===== config.mk =====
export PLATFORM = sky130hd
export DESIGN_NAME = seg7_scan_display
export DESIGN_NICKNAME = d
export VERILOG_FILES = /design/src/rtl/seg7_pkg.sv /design/src/rtl/bin2bcd_seq.sv /design/src/rtl/seg7_scan_display.sv
export SDC_FILE = /design/constraint.sdc
export NUM_CORES = 1
export LEC_CHECK = 0
export ABC_AREA = 1
export BUFFER_PORTS_ARGS = -buffer_cell sky130_fd_sc_hd__buf_2
export CAP_MARGIN = 20
export CORE_MARGIN = 4
export CORE_UTILIZATION = 40
export CTS_BUF_LIST = sky130_fd_sc_hd__clkbuf_16
export DETAILED_ROUTE_END_ITERATION = 8
export HOLD_SLACK_MARGIN = 0.1
export PLACE_DENSITY = 0.63
export SLEW_MARGIN = 10
export SYNTH_ARGS = -nofsm -noshare
export SYNTH_HDL_FRONTEND = slang
export SYNTH_SLANG_ARGS = --single-unit

===== constraint.sdc =====
create_clock -name clk -period 2.7 [get_ports clk]
set_input_delay 0.54 -clock clk [delete_from_list [all_inputs] [get_ports clk]]
set_output_delay 0.54 -clock clk [all_outputs]
set_load 0.05 [all_outputs]

===== src/rtl/seg7_pkg.sv =====
// Shared definitions for the multiplexed seven-segment display driver.
//
// Contents:
//   SEG_BLANK, SEG_DASH  segment patterns, {g,f,e,d,c,b,a} with bit0 = a
//   conv_state_t         state encoding of the sequential BCD converter
//   hex_to_seg()         4-bit digit -> segment pattern (0-9, A b C d E F)
//   clog2()              counter width helper, never returns less than 1
package seg7_pkg;

    localparam logic [6:0] SEG_BLANK = 7'h00;
    localparam logic [6:0] SEG_DASH  = 7'h40;

    typedef enum logic [0:0] {
        CONV_IDLE = 1'b0,
        CONV_RUN  = 1'b1
    } conv_state_t;

    function automatic logic [6:0] hex_to_seg(input logic [3:0] nib);
        logic [6:0] seg;
        case (nib)
            4'h0:    seg = 7'h3F;
            4'h1:    seg = 7'h06;
            4'h2:    seg = 7'h5B;
            4'h3:    seg = 7'h4F;
            4'h4:    seg = 7'h66;
            4'h5:    seg = 7'h6D;
            4'h6:    seg = 7'h7D;
            4'h7:    seg = 7'h07;
            4'h8:    seg = 7'h7F;
            4'h9:    seg = 7'h6F;
            4'hA:    seg = 7'h77;
            4'hB:    seg = 7'h7C;
            4'hC:    seg = 7'h39;
            4'hD:    seg = 7'h5E;
            4'hE:    seg = 7'h79;
            default: seg = 7'h71;
        endcase
        return seg;
    endfunction

    // Width of a counter that must hold 0..n-1; a 1-bit minimum keeps
    // single-state counters legal.
    function automatic int clog2(input int n);
        int r;
        r = 1;
        while ((32'd1 << r) < n) begin
            r = r + 1;
        end
        return r;
    endfunction

endpackage


===== src/rtl/bin2bcd_seq.sv =====
// Sequential double-dabble binary to BCD converter.
//
// A start pulse in CONV_IDLE captures bin. Each following clock performs one
// add-3/shift step; after WIDTH steps done pulses for one cycle and bcd/lost
// carry the finished result in that same cycle, so the consumer can load it
// on the edge that ends the conversion.
//
// Ports:
//   clk, rst   clock, synchronous active-high reset (aborts a conversion)
//   start      begin a conversion (ignored while busy)
//   bin        binary value, sampled with start
//   busy       conversion in progress
//   done       1-cycle pulse, bcd/lost valid in this cycle
//   bcd        NDIG packed BCD digits, digit 0 in bits [3:0]
//   lost       a set bit was shifted out of the top BCD digit
//
// state     | meaning
// ----------+--------------------------------------------------------
// CONV_IDLE | waiting for start, busy = 0
// CONV_RUN  | one shift/add-3 step per cycle, step counter counts down
module bin2bcd_seq
    import seg7_pkg::*;
#(
    parameter int WIDTH = 16,
    parameter int NDIG  = 5
) (
    input  logic              clk,
    input  logic              rst,
    input  logic              start,
    input  logic [WIDTH-1:0]  bin,
    output logic              busy,
    output logic              done,
    output logic [4*NDIG-1:0] bcd,
    output logic              lost
);

    localparam int SW = clog2(WIDTH);
    localparam int BW = 4 * NDIG;

    conv_state_t      state_q, state_d;
    logic [SW-1:0]    step_q, step_d;
    logic [WIDTH-1:0] sh_q, sh_d;
    logic [BW-1:0]    bcd_q, bcd_d;
    logic             lost_q, lost_d;

    logic [BW-1:0]    adj;
    logic [BW-1:0]    step_bcd;
    logic             step_lost;

    always_ff @(posedge clk) begin
        if (rst) begin
            state_q <= CONV_IDLE;
            step_q  <= '0;
            sh_q    <= '0;
            bcd_q   <= '0;
            lost_q  <= 1'b0;
        end else begin
            state_q <= state_d;
            step_q  <= step_d;
            sh_q    <= sh_d;
            bcd_q   <= bcd_d;
            lost_q  <= lost_d;
        end
    end

    // One double-dabble step on the current register contents.
    always_comb begin
        adj = bcd_q;
        for (int i = 0; i < NDIG; i++) begin
            if (bcd_q[4*i +: 4] >= 4'd5) begin
                adj[4*i +: 4] = bcd_q[4*i +: 4] + 4'd3;
            end
        end
        step_bcd  = {adj[BW-2:0], sh_q[WIDTH-1]};
        step_lost = lost_q | adj[BW-1];
    end

    always_comb begin
        state_d = state_q;
        step_d  = step_q;
        sh_d    = sh_q;
        bcd_d   = bcd_q;
        lost_d  = lost_q;
        done    = 1'b0;
        case (state_q)
            CONV_IDLE: begin
                if (start) begin
                    state_d = CONV_RUN;
                    step_d  = SW'(WIDTH - 1);
                    sh_d    = bin;
                    bcd_d   = '0;
                    lost_d  = 1'b0;
                end
            end
            CONV_RUN: begin
                sh_d   = sh_q << 1;
                bcd_d  = step_bcd;
                lost_d = step_lost;
                if (step_q == '0) begin
                    state_d = CONV_IDLE;
                    done    = 1'b1;
                end else begin
                    step_d = step_q - SW'(1);
                end
            end
            default: begin
                state_d = CONV_IDLE;
            end
        endcase
    end

    assign busy = (state_q == CONV_RUN);
    assign bcd  = step_bcd;
    assign lost = step_lost;

endmodule


===== src/rtl/seg7_scan_display.sv =====
// Multiplexed seven-segment driver with hex/decimal display of a binary value.
//
// A value accepted over value_valid/value_ready goes into a pending register
// (immediately for hex, after the sequential BCD conversion for decimal). The
// pending register is copied to the display register only when the scan wraps
// back to digit 0, so a frame never shows a mix of two values.
//
// Ports:
//   clk, rst             clock, synchronous active-high reset
//   value, value_valid   binary value offered for display
//   value_ready          converter idle; value taken when valid & ready
//   hex_mode, blank_lz   display mode flags, sampled with value
//   seven_segment_out    {g,f,e,d,c,b,a} of the active digit
//   seven_segment_digit  one-hot digit select, bit0 = least significant
//   sync                 1-cycle pulse with the start of each frame
//   overflow             displayed value did not fit in DIGITS digits
//   io_oeb               pad output enables, all driven (0)
module seg7_scan_display
    import seg7_pkg::*;
#(
    parameter int WIDTH    = 16,
    parameter int DIGITS   = 4,
    parameter int SCAN_DIV = 4,
    parameter bit SEG_INV  = 1'b0,
    parameter bit DIG_INV  = 1'b0
) (
    input  logic                  clk,
    input  logic                  rst,
    input  logic [WIDTH-1:0]      value,
    input  logic                  value_valid,
    output logic                  value_ready,
    input  logic                  hex_mode,
    input  logic                  blank_lz,
    output logic [6:0]            seven_segment_out,
    output logic [DIGITS-1:0]     seven_segment_digit,
    output logic                  sync,
    output logic                  overflow,
    output logic [8+DIGITS-1:0]   io_oeb
);

    localparam int DW    = 4 * DIGITS;
    localparam int NDIG  = DIGITS + 1;
    localparam int CW    = clog2(SCAN_DIV);
    localparam int IW    = clog2(DIGITS);
    localparam int EXT_W = (WIDTH > DW) ? WIDTH : DW;

    logic              accept;
    logic              hex_accept;
    logic              dec_accept;
    logic [EXT_W-1:0]  val_ext;
    logic              hex_ovf;

    logic              conv_busy;
    logic              conv_done;
    logic              conv_lost;
    logic [4*NDIG-1:0] conv_bcd;
    logic              dec_lz;

    // Pending register: last completed update, not yet on the display.
    logic [DW-1:0]     pend_dig;
    logic              pend_blank;
    logic              pend_lz;
    logic              pend_ovf;

    // Display register: contents of the frame currently being scanned.
    logic [DW-1:0]     disp_dig;
    logic              disp_blank;
    logic              disp_lz;
    logic              disp_ovf;

    logic [CW-1:0]     scan_cnt, nxt_cnt;
    logic [IW-1:0]     dig_idx, nxt_idx;
    logic              wrap;

    logic [DW-1:0]     nxt_dig;
    logic              nxt_blank;
    logic              nxt_lz;
    logic              nxt_ovf;
    logic [3:0]        nib;
    logic              upper_zero;
    logic [6:0]        seg_nxt;
    logic [DIGITS-1:0] dig_nxt;

    logic [6:0]        seg_q;
    logic [DIGITS-1:0] dig_q;
    logic              sync_q;
    logic              ovf_q;

    assign value_ready = ~conv_busy;
    assign accept      = value_valid & value_ready;
    assign hex_accept  = accept & hex_mode;
    assign dec_accept  = accept & ~hex_mode;

    assign val_ext = EXT_W'(value);
    assign hex_ovf = |(val_ext >> DW);

    bin2bcd_seq #(
        .WIDTH (WIDTH),
        .NDIG  (NDIG)
    ) u_bin2bcd (
        .clk   (clk),
        .rst   (rst),
        .start (dec_accept),
        .bin   (value),
        .busy  (conv_busy),
        .done  (conv_done),
        .bcd   (conv_bcd),
        .lost  (conv_lost)
    );

    // Scan position after this edge; the output registers are loaded with
    // what belongs to that position so digit, segments and sync line up.
    always_comb begin
        wrap    = 1'b0;
        nxt_cnt = scan_cnt + CW'(1);
        nxt_idx = dig_idx;
        if (scan_cnt == CW'(SCAN_DIV - 1)) begin
            nxt_cnt = '0;
            if (dig_idx == IW'(DIGITS - 1)) begin
                nxt_idx = '0;
                wrap    = 1'b1;
            end else begin
                nxt_idx = dig_idx + IW'(1);
            end
        end
    end

    always_comb begin
        nxt_dig   = disp_dig;
        nxt_blank = disp_blank;
        nxt_lz    = disp_lz;
        nxt_ovf   = disp_ovf;
        if (wrap) begin
            nxt_dig   = pend_dig;
            nxt_blank = pend_blank;
            nxt_lz    = pend_lz;
            nxt_ovf   = pend_ovf;
        end
    end

    // A digit is a leading zero when it and every digit above it are zero;
    // digit 0 is exempt so zero still shows a single "0".
    always_comb begin
        nib        = nxt_dig[{nxt_idx, 2'b00} +: 4];
        upper_zero = ((nxt_dig >> {nxt_idx, 2'b00}) == '0);
        dig_nxt    = DIGITS'(1) << nxt_idx;
        if (nxt_blank) begin
            seg_nxt = SEG_BLANK;
        end else if (nxt_ovf) begin
            seg_nxt = SEG_DASH;
        end else if (nxt_lz && (nxt_idx != '0) && upper_zero) begin
            seg_nxt = SEG_BLANK;
        end else begin
            seg_nxt = hex_to_seg(nib);
        end
    end

    always_ff @(posedge clk) begin
        if (rst) begin
            dec_lz     <= 1'b0;
            pend_dig   <= '0;
            pend_blank <= 1'b1;
            pend_lz    <= 1'b0;
            pend_ovf   <= 1'b0;
            disp_dig   <= '0;
            disp_blank <= 1'b1;
            disp_lz    <= 1'b0;
            disp_ovf   <= 1'b0;
            scan_cnt   <= '0;
            dig_idx    <= '0;
            seg_q      <= {7{SEG_INV}};
            dig_q      <= {DIGITS{DIG_INV}};
            sync_q     <= 1'b0;
            ovf_q      <= 1'b0;
        end else begin
            if (hex_accept) begin
                pend_dig   <= val_ext[DW-1:0];
                pend_blank <= 1'b0;
                pend_lz    <= blank_lz;
                pend_ovf   <= hex_ovf;
            end else if (conv_done) begin
                pend_dig   <= conv_bcd[DW-1:0];
                pend_blank <= 1'b0;
                pend_lz    <= dec_lz;
                pend_ovf   <= (conv_bcd[4*NDIG-1 -: 4] != 4'd0) | conv_lost;
            end
            if (dec_accept) begin
                dec_lz <= blank_lz;
            end

            disp_dig   <= nxt_dig;
            disp_blank <= nxt_blank;
            disp_lz    <= nxt_lz;
            disp_ovf   <= nxt_ovf;
            scan_cnt   <= nxt_cnt;
            dig_idx    <= nxt_idx;

            seg_q      <= seg_nxt ^ {7{SEG_INV}};
            dig_q      <= dig_nxt ^ {DIGITS{DIG_INV}};
            sync_q     <= wrap;
            ovf_q      <= nxt_ovf & ~nxt_blank;
        end
    end

    assign seven_segment_out   = seg_q;
    assign seven_segment_digit = dig_q;
    assign sync                = sync_q;
    assign overflow            = ovf_q;
    assign io_oeb              = '0;

endmodule


* Word-level counts from Yosys, hierarchy flattened
Memories as Yosys holds them, arrays and structs flattened.
Index checks and enable logic that the tools add are counted.
** Cells by class
- Order comparisons :: 5
- Equal/unequal tests :: 4
- Multiplexer cells :: 35
- Add/sub/neg operators :: 8
- Reductions and logical operators :: 12
- Bitwise gates (word level) :: 9
- Shift operators :: 3
** Operator list (count)
- $mux W16 :: 4
- $pmux W20 S2 :: 1
- $pmux W16 S2 :: 1
- $mux W4 :: 7
- $add A4 B2 Y4 const B :: 5
- $ge A4 B3 Y1 const B :: 5
- $mux W20 :: 1
- $logic_not A16 Y1 :: 1
- $shiftx A16 B5 Y4 :: 1
- $shr A16 B4 Y16 :: 1
- $mux W1 :: 14
- $mux W7 :: 2
- $pmux W4 S2 :: 1
- $reduce_or A2 Y1 :: 3
- $add A2 B1 Y2 const B :: 2
- $and A1 B1 Y1 :: 4
- $eq A2 B2 Y1 const B :: 2
- $logic_not A4 Y1 :: 1
- $mux W2 :: 2
- $pmux W1 S2 :: 2
- $reduce_bool A2 Y1 :: 2
- $reduce_bool A4 Y1 :: 1
- $reduce_or A4 Y1 :: 1
- $shl A1 B2 Y4 const A :: 1
- 7 further kinds :: 11
** Storage, ports and cells
- Memories :: 1
- Register bits after elaboration :: 98
- Output and inout port bits :: 26
- Memory bits (read-only) :: 112
** Memories
- (name not given) :: words 16, bits a word 7, rd ports 1, clocked after Yosys merged registers in 0, write ports 0, line seg7_pkg.sv:20 : case (nib)

* Logic depth before layout (Yosys ltp)
- Depth in word-level cells :: 9
- Depth in mapped cells :: 19
- Depth with buffers taken out :: 16

* Modules after synthesis
A second synthesis with hierarchy kept.
** Unflattened totals
- Cells, all modules :: 741
- Area, all modules :: 5250.0 µm²
** Modules (own cells, without submodules)
- seg7_scan_display :: cells an instance 425, area each 2951.6 µm², instances 1, sequential area each 1121.1 µm²
- bin2bcd_seq :: cells an instance 316, area each 2298.5 µm², instances 1, sequential area each 840.8 µm²

* Least setup slack after synthesis
OpenSTA, ideal clock, no wires.
- Kind :: register to register
- From :: register dig_idx[0]
- To :: register seg_q[3], in the netlist seven_segment_out[3]
- Data required time :: 2.585 ns
- Period minus slack after synthesis :: 2.357 ns
- Cell stages (with the launch flop) :: 19
- Path buffers :: 3
- Library setup time :: 0.115 ns
- Slack :: 0.343 ns
- Arrival time :: 2.242 ns
- Cell sequence :: dfxtp_1 ha_1 buf_4 nand2_4 buf_6 buf_6 o21ai_1 nand2_1 nand3_1 nand2_1 inv_1 ha_1 inv_1 nor3_2 nand3_1 nor2_1 nand2_1 nand3_2 nor2_1
** On the way
- Longest elaborated chain between the ends :: 8
- Elaborated cells between the ends (all ways) :: 18
- Classes of those cells :: add/sub: 1; eq/ne: 1; shift: 2; mux: 8; reduce/logical: 5; memory: 1
** RTL lines
- start, declared :: line seg7_scan_display.sv:72 : logic [IW-1:0] dig_idx, nxt_idx;
- start signal, assigned :: line seg7_scan_display.sv:196 : dig_idx <= nxt_idx;
- branches (longest 8 deep; another with $mem_v2 Z16 W7)
- end signal, assigned :: line seg7_scan_display.sv:171 : seg_q <= {7{SEG_INV}};
- end signal, assigned :: line seg7_scan_display.sv:198 : seg_q <= seg_nxt ^ {7{SEG_INV}};
- end, declared :: line seg7_scan_display.sv:84 : logic [6:0] seg_q;
Several ways; the timed one is not identified.
A chain may end at the register's enable or synchronous reset.

* Final worst setup path
- From :: register dig_idx[1]
- To :: register seg_q[3], in the netlist seven_segment_out[3]
Same word-level chain as after synthesis.

==> flow_metrics.tcl <==
set metrics [dict create \
    max_slew.worst_pin.slew_ps 710 \
    num-fill-cells 1301 \
    grt_antenna_before_repair 0 \
    wire_per_inst_um 12.9 \
    ys_types 39 \
    clk_pin_slew_ps 70 \
    synth_edf_count 0 \
    cp_cell_sequence "ha_2 > buf_4 > nand3_1 > nand2_1 > nand2_1 > nand3_1 > nand2_1 > inv_1 > ha_1 > inv_1 > nor3_2 > nand3_1 > nor2_1 > nand2_1 > nand3_2 > nor2_1" \
    period_minus_slack_ps 2440 \
    report.final.slew_viol_count 0 \
    use_met1_pct 20.8 \
    tns_ps 0 \
    clk_latency_ps 340 \
    setup_violations 0 \
    crit_path_end_kind "flip-flop" \
    grt_first_pass_wirelength_um 19900 \
    hold_buffers 0 \
    pre_cts_ws_ps 93.7 \
    worstHoldStart "blank_lz" \
    firstDrtPassIters 8 \
    die_height_um 120 \
    worstPathRequired_ps 2940 \
    htreeDepth 3 \
    synthMuxAreaShare_pct 0.201 \
    design_area_um2 5540 \
    drtIter0Drc 310 \
    path_class "flip-flop to flip-flop" \
    vias 4438 \
    critPathLaunchType "flip-flop" \
    ant_nets 0 \
    grt.overflow.total 0 \
    synth_top_family_by_area "simple AND/OR/NAND/NOR gates" \
    layout-drive-gt1-share_pct 12.5 \
    synth.avg_cell_area_um2 7.01 \
    via_per_inst 4.87 \
    drv_cap 0 \
    reg2reg_slack_ps 260 \
    synthSimpleGateAreaFrac_pct 27.6 \
    met3_usage_pct 3.86 \
    cpPeakStageDelay_ps 380 \
    num_antenna_cells 0 \
    area_growth_pct 11.1 \
    root_buffer "clkbuf_16" \
    min_path_cells 3 \
    endpoint "seven_segment_out[3]$_SDFF_PP0_" \
    layout_common_cells "207 x nand2_1, 97 x dfxtp_1, 82 x inv_1" \
    synth_adder_area_share_pct 5.52 \
    fin_hold_ws_ps 462 \
    synth_cells 711 \
    r2r.worst_path.cells 16 \
    met2_usage_pct 29.7 \
    drc 0 \
    synth_flop_cell "dfxtp_1" \
    place_hpwl_um 8520 \
    nNetsFinal 781 \
    port_buffers 34 \
    p_per_area_nw_per_um2 568 \
    syn_area_um2 4990 \
    cpMostUsedCell "nand2_1" \
    seqCellArea_um2 1960 \
    cts_buffers 9 \
    hold_class "primary input to flip-flop" \
    place_congestion 0.869 \
    wl_um 11700 \
    ys_ff_latch 98 \
    io-pin-count 47 \
    core_um2 12100 \
    dieArea_um2 14300 \
    final_common_cell "nand2_1" \
    multi_input_area_um2 2520 \
    clockBufferDepth 2 \
    reg2reg_from "dig_idx[1]$_SDFF_PP0_" \
    min_period_over_period_pct 90.3 \
    utilization_pct 45.7 \
    synth-compound-area-share_pct 14.4 \
    synth.yosys.seq_area_share_pct 39.3 \
    slowest_stage "dfxtp_1" \
    grt_usage_pct 16.8 \
    hold_viol 0 \
    path_max_fanout 9 \
    ir_drop_mv 0.500 \
    p_leak_uw 0.00250 \
    max_freq_mhz 410 \
    ys_warn_count 0 \
    status "completed" \
    grt_pass1_vias 4361 \
    r2r-end "seven_segment_out[3]$_SDFF_PP0_" \
    start_util_pct 41.2 \
    post-cts-setup-buffers 0 \
    num_rows 40 \
    cp_data_arrival_time_ps 2680 \
    async_reset_ff_share_pct 0 \
    max_slew_margin_pct 52.7 \
    place_area_um2 5250 \
    busiest_layer "met2" \
    die_w_um 120 \
    cts.sinks 98 \
    rsz0062_at_grt "false" \
    grt_max_degree 67 \
    skew_ps 7.64 \
    startpoint "dig_idx[1]$_SDFF_PP0_" \
    fin_ws_ps 263 \
    cts_tree "yes" \
    synthXorXnorAreaFrac_pct 1.41 \
]
==> cell type report <==
cell class / count / share of cell area (%)
clock buffers: 9 / 4.07
clock inverters: 7 / 0.678
inverters: 87 / 5.90
multi-input cells: 497 / 45.6
flip-flops and latches: 98 / 35.4
well taps: 168 / 3.79
repair buffers: 45 / 4.56
==> synthesized netlist by cell type, drive strengths merged (6+ instances only) <==
master  count  share of area [%]
a21oi      33                3.3
a22oi       6               0.90
a31oi      26                3.3
buf        28                3.9
clkbuf     13               0.98
dfxtp      98                 39
ha         22                5.5
inv        87                6.5
nand2     217                 17
nand3      34                3.7
nor2       64                4.9
nor3        9                1.1
o21ai      51                6.0
xor2        8                1.4
==> registers in the layout, summed over array words and instances, names as in the netlist, 2 cells and up <==
name,flops
dig_idx,2
disp_dig,16
pend_dig,16
scan_cnt,2
seven_segment_digit,4
seven_segment_out,7
u_bin2bcd.bcd_q,20
u_bin2bcd.sh_q,16
u_bin2bcd.step_q,4
==> where the power goes <==
part | total (µW) | internal (µW) | switching (µW)
logic | 448 | 132 | 316
clock network | 1160 | 613 | 544
registers | 1540 | 1500 | 34.2
==> worst max-delay path, delay by kind of cell (launching register included) <==
kind,cells,cell delay [ps]
and+or+nand+nor,11,1110
DFF,1,380
buffers and inverters,3,400
adders and majority gates,2,450
==> per-layer routing <==
| layer | routed length [µm] | part of all wire, % | vias up |
|---|---|---|---|
| met5 | 0 | 0 | - |
| met4 | 146 | 1.2 | 0 |
| met3 | 551 | 4.7 | 11 |
| met2 | 5670 | 48 | 98 |
| met1 | 5350 | 46 | 2035 |
| li1 | - | - | 2294 |
==> worst min-delay path by stage <==
stage / end
after CTS: scan_cnt[0]$_SDFF_PP0_
after global placement: scan_cnt[0]$_SDFF_PP0_
after global routing: pend_blank$_SDFFE_PP1P_
after detailed placement: scan_cnt[0]$_SDFF_PP0_
final: dec_lz$_SDFFE_PP0P_
after floorplan: scan_cnt[0]$_SDFF_PP0_
==> repair_timing <==
| item | 4_1_cts | 5_1_grt |
|---|---|---|
| hold endpoints to repair | 0 | 0 |
| endpoints found under the setup margin | 0 | 7 |
| resized for setup | 0 | 6 |
==> cell families after synthesis <==
logic type               after synthesis
AO/OA/AOI/OAI                        122
XOR/XNOR                               8
adder cells (fa/ha/maj)               22
buffers and inverters                128
flip-flops                            98
multiplexers                           1
other                                  1
AND/OR/NAND/NOR                      331
==> through the flow <==
step | std cells | total power [µW]
after floorplan | 722 | 1910
after global placement | 894 | 2010
after detailed placement | 894 | 2020
after CTS | 910 | 3180
after global routing | 911 | 3290
final | 911 | 3140
(Power assumes the default switching activity.)
